**config.mk**
```make
export PLATFORM = sky130hd
export DESIGN_NAME = jtcop_pal_dma
export DESIGN_NICKNAME = d
export VERILOG_FILES = /design/src/rtl/jtcop_pal_dma.sv
export SDC_FILE = /design/constraint.sdc
export NUM_CORES = 1
export LEC_CHECK = 0
export ABC_AREA = 0
export CORE_MARGIN = 3
export CORE_UTILIZATION = 35
export DETAILED_ROUTE_END_ITERATION = 16
export PLACE_DENSITY_LB_ADDON = 0.05
export SETUP_SLACK_MARGIN = 0.02
export SLEW_MARGIN = 20
export SYNTH_ARGS = -nofsm -noshare
export SYNTH_HDL_FRONTEND = slang
export SYNTH_SLANG_ARGS = --single-unit
```
**constraint.sdc**
```tcl
create_clock -name clk -period 2.19 [get_ports clk]
set_input_delay 0.657 -clock clk [delete_from_list [all_inputs] [get_ports clk]]
set_output_delay 0.657 -clock clk [all_outputs]
set_load 0.05 [all_outputs]
```
**src/rtl/jtcop_pal_dma.sv**
```systemverilog
// Palette copy controller: copies the CPU shadow palette into the video palette RAM.
// It copies one word per clock and only starts while vertical blank (LVBL low) is active.
// Optional build macro: JTCOP_PALDMA_VBPAUSE_EN.
//   When it is defined, the copy pauses whenever LVBL goes high during COPY.
//   The copy then resumes at the next blank, so the palette never changes during active video.
// Without the macro, LVBL only gates the start of a transfer.
module jtcop_pal_dma #(
    parameter int AW = 10,
    parameter int DW = 16
) (
    input  logic          clk,
    input  logic          rst,
    input  logic          LVBL,
    input  logic          dma_req,
    output logic [AW-1:0] shd_addr,
    input  logic [DW-1:0] shd_dout,
    output logic [AW-1:0] pal_addr,
    output logic [DW-1:0] pal_din,
    output logic          pal_we,
    output logic          busy,
    output logic          done
);

    typedef enum logic [1:0] {
        IDLE,
        WAIT_VB,
        COPY,
        DRAIN
    } state_t;

    state_t        state, state_nx;
    logic [AW:0]   rd_cnt, rd_cnt_nx;
    logic          pending, pending_nx;
    logic          pal_we_nx;
    logic [AW-1:0] pal_addr_nx;
    logic          done_nx;
    logic          rd_en;

    // Read enable inside COPY: either free-running or gated by blank
`ifdef JTCOP_PALDMA_VBPAUSE_EN
    assign rd_en = ~LVBL;
`else
    assign rd_en = 1'b1;
`endif

    // Shadow address follows the read counter.
    // The counter is frozen outside active reads, so the address holds its last value.
    assign shd_addr = rd_cnt[AW-1:0];
    // Synchronous-read data lines up with the registered write strobe
    assign pal_din  = shd_dout;
    // Busy covers the done cycle too, so a back-to-back request shows no low gap
    assign busy     = (state != IDLE) || done;

    // Next-state logic, read counter and write strobe generation
    always_comb begin
        state_nx    = state;
        rd_cnt_nx   = rd_cnt;
        pending_nx  = pending;
        pal_we_nx   = 1'b0;
        pal_addr_nx = pal_addr;
        done_nx     = 1'b0;

        // Only one extra transfer can be queued
        if (dma_req && state != IDLE) pending_nx = 1'b1;

        case (state)
            IDLE: begin
                if (dma_req) state_nx = WAIT_VB;
            end
            WAIT_VB: begin
                if (!LVBL) begin
                    state_nx  = COPY;
                    rd_cnt_nx = '0;
                end
            end
            COPY: begin
                if (rd_en) begin
                    // Read issued this cycle is written on the next one
                    pal_we_nx   = 1'b1;
                    pal_addr_nx = rd_cnt[AW-1:0];
                    rd_cnt_nx   = rd_cnt + 1'b1;
                    if (rd_cnt_nx[AW]) state_nx = DRAIN;
                end
            end
            DRAIN: begin
                done_nx = 1'b1;
                if (pending || dma_req) begin
                    state_nx   = WAIT_VB;
                    pending_nx = 1'b0;
                end else begin
                    state_nx = IDLE;
                end
            end
            default: state_nx = IDLE;
        endcase
    end

    // State and output registers; reset abandons any partial copy
    always_ff @(posedge clk or posedge rst) begin
        if (rst) begin
            state    <= IDLE;
            rd_cnt   <= '0;
            pending  <= 1'b0;
            pal_we   <= 1'b0;
            pal_addr <= '0;
            done     <= 1'b0;
        end else begin
            state    <= state_nx;
            rd_cnt   <= rd_cnt_nx;
            pending  <= pending_nx;
            pal_we   <= pal_we_nx;
            pal_addr <= pal_addr_nx;
            done     <= done_nx;
        end
    end

endmodule

```
==> results.cfg <==
[worst_setup_path]
start_kind = register
slowest_delay_ns = 0.80
worstPathCellList = clkdlybuf4s50_1
crit_type = register to primary output
cp.required_ns = 1.53
worst-path-buf-inv = 1
crit_slowest_cell = clkdlybuf4s50_1
rrSetupSlack_ns = 0.24
reg2reg_from = rd_cnt[0]
startpoint = pal_addr[1]
cp.arrival_ns = 1.42
end_kind = primary output
crit_fanout = 2
crit_family = buffers and inverters

[detailed_routing]
wl_per_cell_um = 14.2
drtPass1Iterations = 4
drc = 0
wl_um = 2700
via_per_inst = 4.98
vias = 947
ant_nets = 0
initialDrtViolationCount = 25

[clocking]
cts-resized-gates = 0
cts_tree = built
path_clk_slew_ns = 0.08
clock_sinks = 26
cts_hold_buf = 0
htree_levels = 1
clockBufferDepth = 2
clk_latency_ns = 0.26
clockRootBuffer = clkbuf_8
post_cts_buffers = 0
cts-buffers-inserted = 3

[global_routing]
grt_remaining_overflow = 0
first_global_vias = 967
grt_pass1_wl_um = 4770
grt_max_degree = 27
grt_use_total = 0.118
grt_antenna_before_repair = 0

[timing]
min_period_ns = 2.07
max_freq_mhz = 482
drv_slew = 0
grt_setup_unrepaired = no
skew_ns = 0.00223
final-setup-viol-count = 0
tns_ns = 0
finalCritPeriodShare = 0.946
worstMarginPinSlew_ns = 0.610
slew-limit-headroom = 0.589
finalHoldViolCount = 0

[power_and_ir_drop]
clockPowerShare = 0.136
switchingPower_mw = 0.795
ir_worst_vdd_v = 0.000246
p_leak_nw = 0.758
powerDensity_nw_per_um2 = 1150
power_mw = 1.89
comb_power_share = 0.510
seqPwrFrac = 0.354
switching_share = 0.421
power.internal_mw = 1.09

[floorplanning]
io_pins = 59
die_y_um = 69.9
start_util = 0.376
core_area_um2 = 3800
die_w_um = 69.9
dieArea_um2 = 4880
rows = 22

[final_layout]
final_common_cell = dfrtp_1
nets = 169
drive_gt1_frac = 0.289
syn_to_final_growth_pct = 14.5
mostFrequentLayoutCells = dfrtp_1 (26), buf_4 (21), clkdlybuf4s50_1 (13)
n_antenna_cell = 0

[synthesis]
postSynthAreaPerCell_um2 = 10.8
synth_cell_types = 33
synth_cells = 132
yosys_register_bits = 26
synthesis.area_um2 = 1430
synth.yosys.seq_area_share = 0.456
yosys_warnings = 0
synth_fp_nets = 157

[placed_design]
dp_hpwl_um = 2110
portBuffers = 26
gp_congestion = 0.724

[min_path]
hold_start = pending
min_path_type = register to register

[job]
cap_violations = 0

[status]
outcome = finished, final reports clean
==> cell usage after synthesis, drive strengths merged <==
master	number	area (um2)
a211oi	1	7.51
a21oi	6	30.0
a22o	3	26.3
a311oi	1	8.76
a31o	1	8.76
a32o	1	10.0
and2	3	18.8
buf	26	195
clkbuf	2	7.51
dfrtp	26	651
ha	5	62.6
inv	6	22.5
mux2	12	139
mux2i	1	10.0
nand2	7	26.3
nand2b	2	12.5
nand3	2	10.0
nand3b	1	7.51
nand4	2	18.8
nor2	3	11.3
nor3	1	5.00
nor3b	1	7.51
o2111ai	2	17.5
o21ai	7	35.0
o31ai	2	15.0
o41ai	1	8.76
or3	4	27.5
or4	2	18.8
xnor2	1	8.76
==> cell families after synthesis <==
| logic type | share of synthesized area |
|---|---|
| AND/OR/NAND/NOR | 0.115 |
| XOR/XNOR | 0.00614 |
| flip-flops | 0.456 |
| AO/OA/AOI/OAI | 0.117 |
| adder cells (fa/ha/maj) | 0.0438 |
| buffers and inverters | 0.158 |
| multiplexers | 0.104 |
==> through the flow <==
step                       util  hold WS (ns)  worst slack (ns)  area [um2]  cells
after floorplan               -         0.457             0.382        1430    132
after global placement    0.419         0.477            0.0177        1590    187
after detailed placement  0.419         0.484            0.0163        1590    187
after CTS                 0.430         0.504            0.0946        1630    190
after global routing      0.430         0.533            0.0535        1630    190
final                     0.430         0.498             0.117        1630    190
==> metal layers <==
| metal | routed length (um) | vias to the layer above | GRT usage | share of wire |
|---|---|---|---|---|
| met1 | 1130 | 451 | 0.140 | 0.42 |
| met2 | 1360 | 25 | 0.200 | 0.50 |
| li1 | - | 463 | - | - |
| met4 | 45 | 0 | 0.0447 | 0.017 |
| met3 | 174 | 8 | 0.0345 | 0.064 |
| met5 | 0 | - | 0 | 0 |
==> final timing paths <==
check                         endpoint  cells past startpoint
max reg2reg                   state[1]                      5
min reg2reg                    pending                      2
min in group asynchronous  pal_addr[7]                      3
min                            pending                      2
max                        pal_addr[1]                      1
max in group asynchronous    rd_cnt[1]                      3
==> area by class of cell <==
cell class              count  area (um2)
fillers                   373        2160
flip-flops and latches     26         651
multi-input cells          72         552
repair buffers             35         308
well taps                  48        60.1
clock buffers               3        41.3
inverters                   6        22.5
==> power by group through the flow <==
stage               Clock, mW  Sequential (mW)  Combinational, mW
finish                  0.257            0.667              0.962
global route            0.285            0.688               1.05
CTS                     0.277            0.671              0.973
detailed placement          0            0.680              0.970
global placement            0            0.676              0.969
floorplan                   0            0.818              0.629
==> sequential cells by signal, summed over array words and instances, names as in the netlist <==
signal / flops
rd_cnt: 11
done: 1
state: 2
pal_we: 1
pending: 1
pal_addr: 10
Note: power is estimated with default switching activity, not from simulation.
